===== config.mk =====
export PLATFORM = sky130hd
export DESIGN_NAME = int_ctrl_pri
export DESIGN_NICKNAME = d
export VERILOG_FILES = /design/src/rtl/int_ctrl_pri.sv
export SDC_FILE = /design/constraint.sdc
export NUM_CORES = 1
export LEC_CHECK = 0
export ABC_AREA = 1
export BUFFER_PORTS_ARGS = -buffer_cell sky130_fd_sc_hd__buf_2
export CORE_UTILIZATION = 30
export CTS_CLUSTER_SIZE = 28
export DETAILED_ROUTE_END_ITERATION = 7
export PLACE_DENSITY = 0.55
export SYNTH_ARGS = -nofsm -noshare
export SYNTH_HDL_FRONTEND = slang
export SYNTH_SLANG_ARGS = --single-unit

===== constraint.sdc =====
create_clock -name clk -period 3.2 [get_ports clk]
set_clock_uncertainty 0.05 [all_clocks]
set_input_delay 0.64 -clock clk [delete_from_list [all_inputs] [get_ports clk]]
set_output_delay 0.64 -clock clk [all_outputs]
set_load 0.02 [all_outputs]

===== src/rtl/int_ctrl_pri.sv =====
// int_ctrl_pri: N-source interrupt controller, two nesting priority levels.
// Build option INT_SYNC_EN adds a 2-flop synchroniser on src for async pins.
module int_ctrl_pri #(
    parameter int N_SRC = 5,
    parameter int ID_W  = 3
) (
    input  logic             clk,
    input  logic             rst,
    input  logic [N_SRC-1:0] src,
    input  logic [N_SRC-1:0] ie,
    input  logic             ea,
    input  logic [N_SRC-1:0] ip,
    input  logic [N_SRC-1:0] it,
    input  logic             int_ack,
    input  logic             reti,
    output logic             int_req,
    output logic [ID_W-1:0]  int_id,
    output logic [N_SRC-1:0] int_vec,
    output logic [N_SRC-1:0] pending,
    output logic [1:0]       in_svc
);

    logic [N_SRC-1:0] src_in;

`ifdef INT_SYNC_EN
    logic [N_SRC-1:0] sync1_q;
    logic [N_SRC-1:0] sync2_q;

    always_ff @(posedge clk or posedge rst) begin
        if (rst) begin
            sync1_q <= '0;
            sync2_q <= '0;
        end else begin
            sync1_q <= src;
            sync2_q <= sync1_q;
        end
    end

    assign src_in = sync2_q;
`else
    assign src_in = src;
`endif

    logic [N_SRC-1:0] src_q;
    logic [N_SRC-1:0] src_qq;
    logic [N_SRC-1:0] pend_q;
    logic [N_SRC-1:0] pend_d;
    logic [1:0]       svc_q;
    logic [1:0]       svc_d;
    logic             req_q;
    logic             req_d;
    logic [ID_W-1:0]  id_q;
    logic [ID_W-1:0]  id_d;
    logic [N_SRC-1:0] vec_q;
    logic [N_SRC-1:0] vec_d;

    logic             ack_ok;
    logic             ack_lvl;
    logic [N_SRC-1:0] elig;
    logic [N_SRC-1:0] hi;
    logic [N_SRC-1:0] lo;
    logic [N_SRC-1:0] cand;
    logic [ID_W-1:0]  win_id;

    assign ack_ok = int_ack & req_q;

    // A fresh edge beats the ack clear of the same source.
    always_comb begin
        ack_lvl = 1'b0;
        pend_d  = pend_q;
        for (int i = 0; i < N_SRC; i++) begin
            if (id_q == ID_W'(i)) begin
                ack_lvl = ip[i];
            end
            if (it[i]) begin
                pend_d[i] = (src_q[i] & ~src_qq[i])
                          | (pend_q[i] & ~(ack_ok && id_q == ID_W'(i)));
            end else begin
                pend_d[i] = src_q[i];
            end
        end
    end

    always_comb begin
        svc_d = svc_q;
        if (reti) begin
            if (svc_q[1]) begin
                svc_d[1] = 1'b0;
            end else begin
                svc_d[0] = 1'b0;
            end
        end
        if (ack_ok) begin
            if (ack_lvl) begin
                svc_d[1] = 1'b1;
            end else begin
                svc_d[0] = 1'b1;
            end
        end
    end

    assign elig = pend_q & ie & {N_SRC{ea}};
    assign hi   = elig & ip & {N_SRC{~svc_q[1]}};
    assign lo   = elig & ~ip & {N_SRC{svc_q == 2'b00}};
    assign cand = (|hi) ? hi : lo;

    always_comb begin
        win_id = '0;
        for (int i = N_SRC - 1; i >= 0; i--) begin
            if (cand[i]) begin
                win_id = ID_W'(i);
            end
        end
    end

    assign req_d = (|cand) & ~ack_ok;
    assign id_d  = req_d ? win_id : id_q;
    assign vec_d = ack_ok ? '0 : (cand & (~cand + N_SRC'(1)));

    always_ff @(posedge clk or posedge rst) begin
        if (rst) begin
            src_q  <= '0;
            src_qq <= '0;
            pend_q <= '0;
            svc_q  <= '0;
            req_q  <= 1'b0;
            id_q   <= '0;
            vec_q  <= '0;
        end else begin
            src_q  <= src_in;
            src_qq <= src_q;
            pend_q <= pend_d;
            svc_q  <= svc_d;
            req_q  <= req_d;
            id_q   <= id_d;
            vec_q  <= vec_d;
        end
    end

    assign int_req = req_q;
    assign int_id  = id_q;
    assign int_vec = vec_q;
    assign pending = pend_q;
    assign in_svc  = svc_q;

endmodule

==> run summary <==
outcome: finished, final reports clean
port buffer count: 40
GRT overflow: 0
Worst-Margin Slew: 0.9939 ns
Crit path arrival time: 1.80 ns
Post-Syn Area: 1216 µm²
first-pass GRT wire length: 4705 µm
sequential cell area fraction in the yosys report: 0.5350
Tmin final: 1.685 ns
GRT Max-Usage Layer: met2
share of cells above drive strength 1: 0.3539
Cell Rows: 22
Reg-to-Reg Start: in_svc[1]
Post-DP Area: 1476 µm²
CP max FO: 5
Ant. Diodes: 0
global placement routability congestion: 0.8318
TritonCTS clock tree: done
CTS sink count: 26
root buffer cell: clkbuf_8
hold path start: src_q[4]
Via-to-Cell Ratio: 4.664
Die Y: 65.67 µm
Synth Warn #: 0
Initial DRC Count: 36
hold slack: 0.3343 ns
Syn Area/Cell: 9.009 µm²
vias in the first global route: 1023
most common cell after layout, fill and taps aside: buf_2
Max Cap Viol: 0
crit end category: flip-flop
max-slew violation count: 0
GRT met2 Usage: 0.2398
Worst VDD drop: 0.3063 mV
Required @ worst endpoint: 3.31 ns
P_leak: 0.7799 nW
Initial Util: 0.3225
via count: 1054
Gate Count Post-Synth: 135
Mapped Nets: 160
DRC errors left: 0
Worst Hold Class: flip-flop to flip-flop
Slew Limit Headroom: 0.3367
Worst setup SP type: input port
final setup TNS: 0 ns
#FFs+latches synth: 26
Peak Freq: 0.5936 GHz
CTS Buffer Depth: 2
GR Util met3: 0.02951
Ports: 41
# Post-CTS Setup Buffers: 0
most frequent cells in the layout: buf_2, nand2_1, dfrtp_1
wire length per cell: 12.65 µm
nets: 205
clk slew on worst S/H paths: 0.09 ns
largest net degree at the start of global routing: 27
synth unique cells: 20
Die W: 65.67 µm
hold-fix buffers at CTS: 0
crit path from: ea
Die ar.: 4313 µm²
number of buffers created by CTS: 3
Post-DP HPWL: 2292 µm
H-tree level count: 1
Final Cycle Share: 0.5264
Core Region: 3771 µm²
post-CTS resize count: 0
PwrDens: 649.0 nW/µm²
DRT Wirelength: 2858 µm
clk_lat worst skew: 0.26 ns
Final setup viols: 0
Routed Antenna Nets: 0
final core occ: 0.4025
initial antenna violation count: 0
Area growth syn-to-layout: 24.79%
unrepaired setup endpoints after global routing: false
GRT Total Usage: 0.1468
Setup CP Type: input port to flip-flop
Hold Violations, Final: 0
grt met1 use: 0.1987
design area: 1518 µm²
TritonRoute pass-1 iters: 5
[cell families after synthesis]
| group | share of synthesized area |
|---|---|
| buf+inv | 0.05555 |
| compound gates | 0.06687 |
| flops | 0.5350 |
| simple gates | 0.3426 |
[layer usage]
metal	vias to the layer above	share of wire
li1	532	-
met1	494	0.47
met2	26	0.47
met3	2	0.050
met4	0	0.0028
met5	-	0
[cell usage after synthesis (all sizes together)]
cell type  instances  area, µm²
a21oi              3      15.01
a32o               3      30.03
dfrtp             26      650.6
inv               18      67.56
nand2             38      167.7
nand3             12      60.06
nand4              4      40.04
nor2              16      100.1
nor3               6      30.03
nor4               2      12.51
o2111ai            1      8.760
o211ai             1      7.510
o21ai              4      20.02
or2                1      6.260
[worst max-delay path, stage by stage]
cell	delay, ns
buf_2	0.14
nand3_1	0.14
nor2_2	0.17
nor2_4	0.07
nand4_1	0.10
nand2_2	0.06
nor2_2	0.13
nand2_2	0.08
nand2_2	0.09
nand2_2	0.06
nand2_1	0.06
nand2_1	0.05
[sequential cells by signal, indices dropped and copies added (netlist names)]
name	cells
int_vec	5
src_qq	5
int_id	3
in_svc	2
int_req	1
pending	5
src_q	5
[layout make-up]
class,instances,area (µm²)
clock buffers,3,41.29
fillers,395,2253
inverters,18,67.56
multi-input cells,91,498.0
flip-flops and latches,26,650.6
well taps,48,60.06
repair buffers,40,200.2
[through the flow]
step | total power, mW | instances | setup WS, ns
2_1_floorplan | 0.6852 | 135 | 1.516
5_1_grt | 1.064 | 226 | 1.346
3_3_place_gp | 0.8130 | 223 | 1.210
6_report | 0.9850 | 226 | 1.515
4_1_cts | 0.9972 | 226 | 1.495
3_5_place_dp | 0.8136 | 223 | 1.210
[power by group]
group | internal (mW) | switching [mW] | leakage, nW
Clock | 0.0843 | 0.0989 | 0.0216
Combinational | 0.119 | 0.244 | 0.438
Sequential | 0.382 | 0.0572 | 0.321
Total | 0.585 | 0.400 | 0.780
[worst paths after layout]
check                       endpoint  slack, ns  cells past startpoint
max                        int_id[0]       1.52                     12
min                        src_qq[4]       0.33                      0
max reg2reg                int_id[0]       1.53                     12
min reg2reg                src_qq[4]       0.33                      0
max in group asynchronous  src_qq[2]       1.95                      2
min in group asynchronous   src_q[0]       0.54                      2
Note: power is estimated with default switching activity, not from simulation.
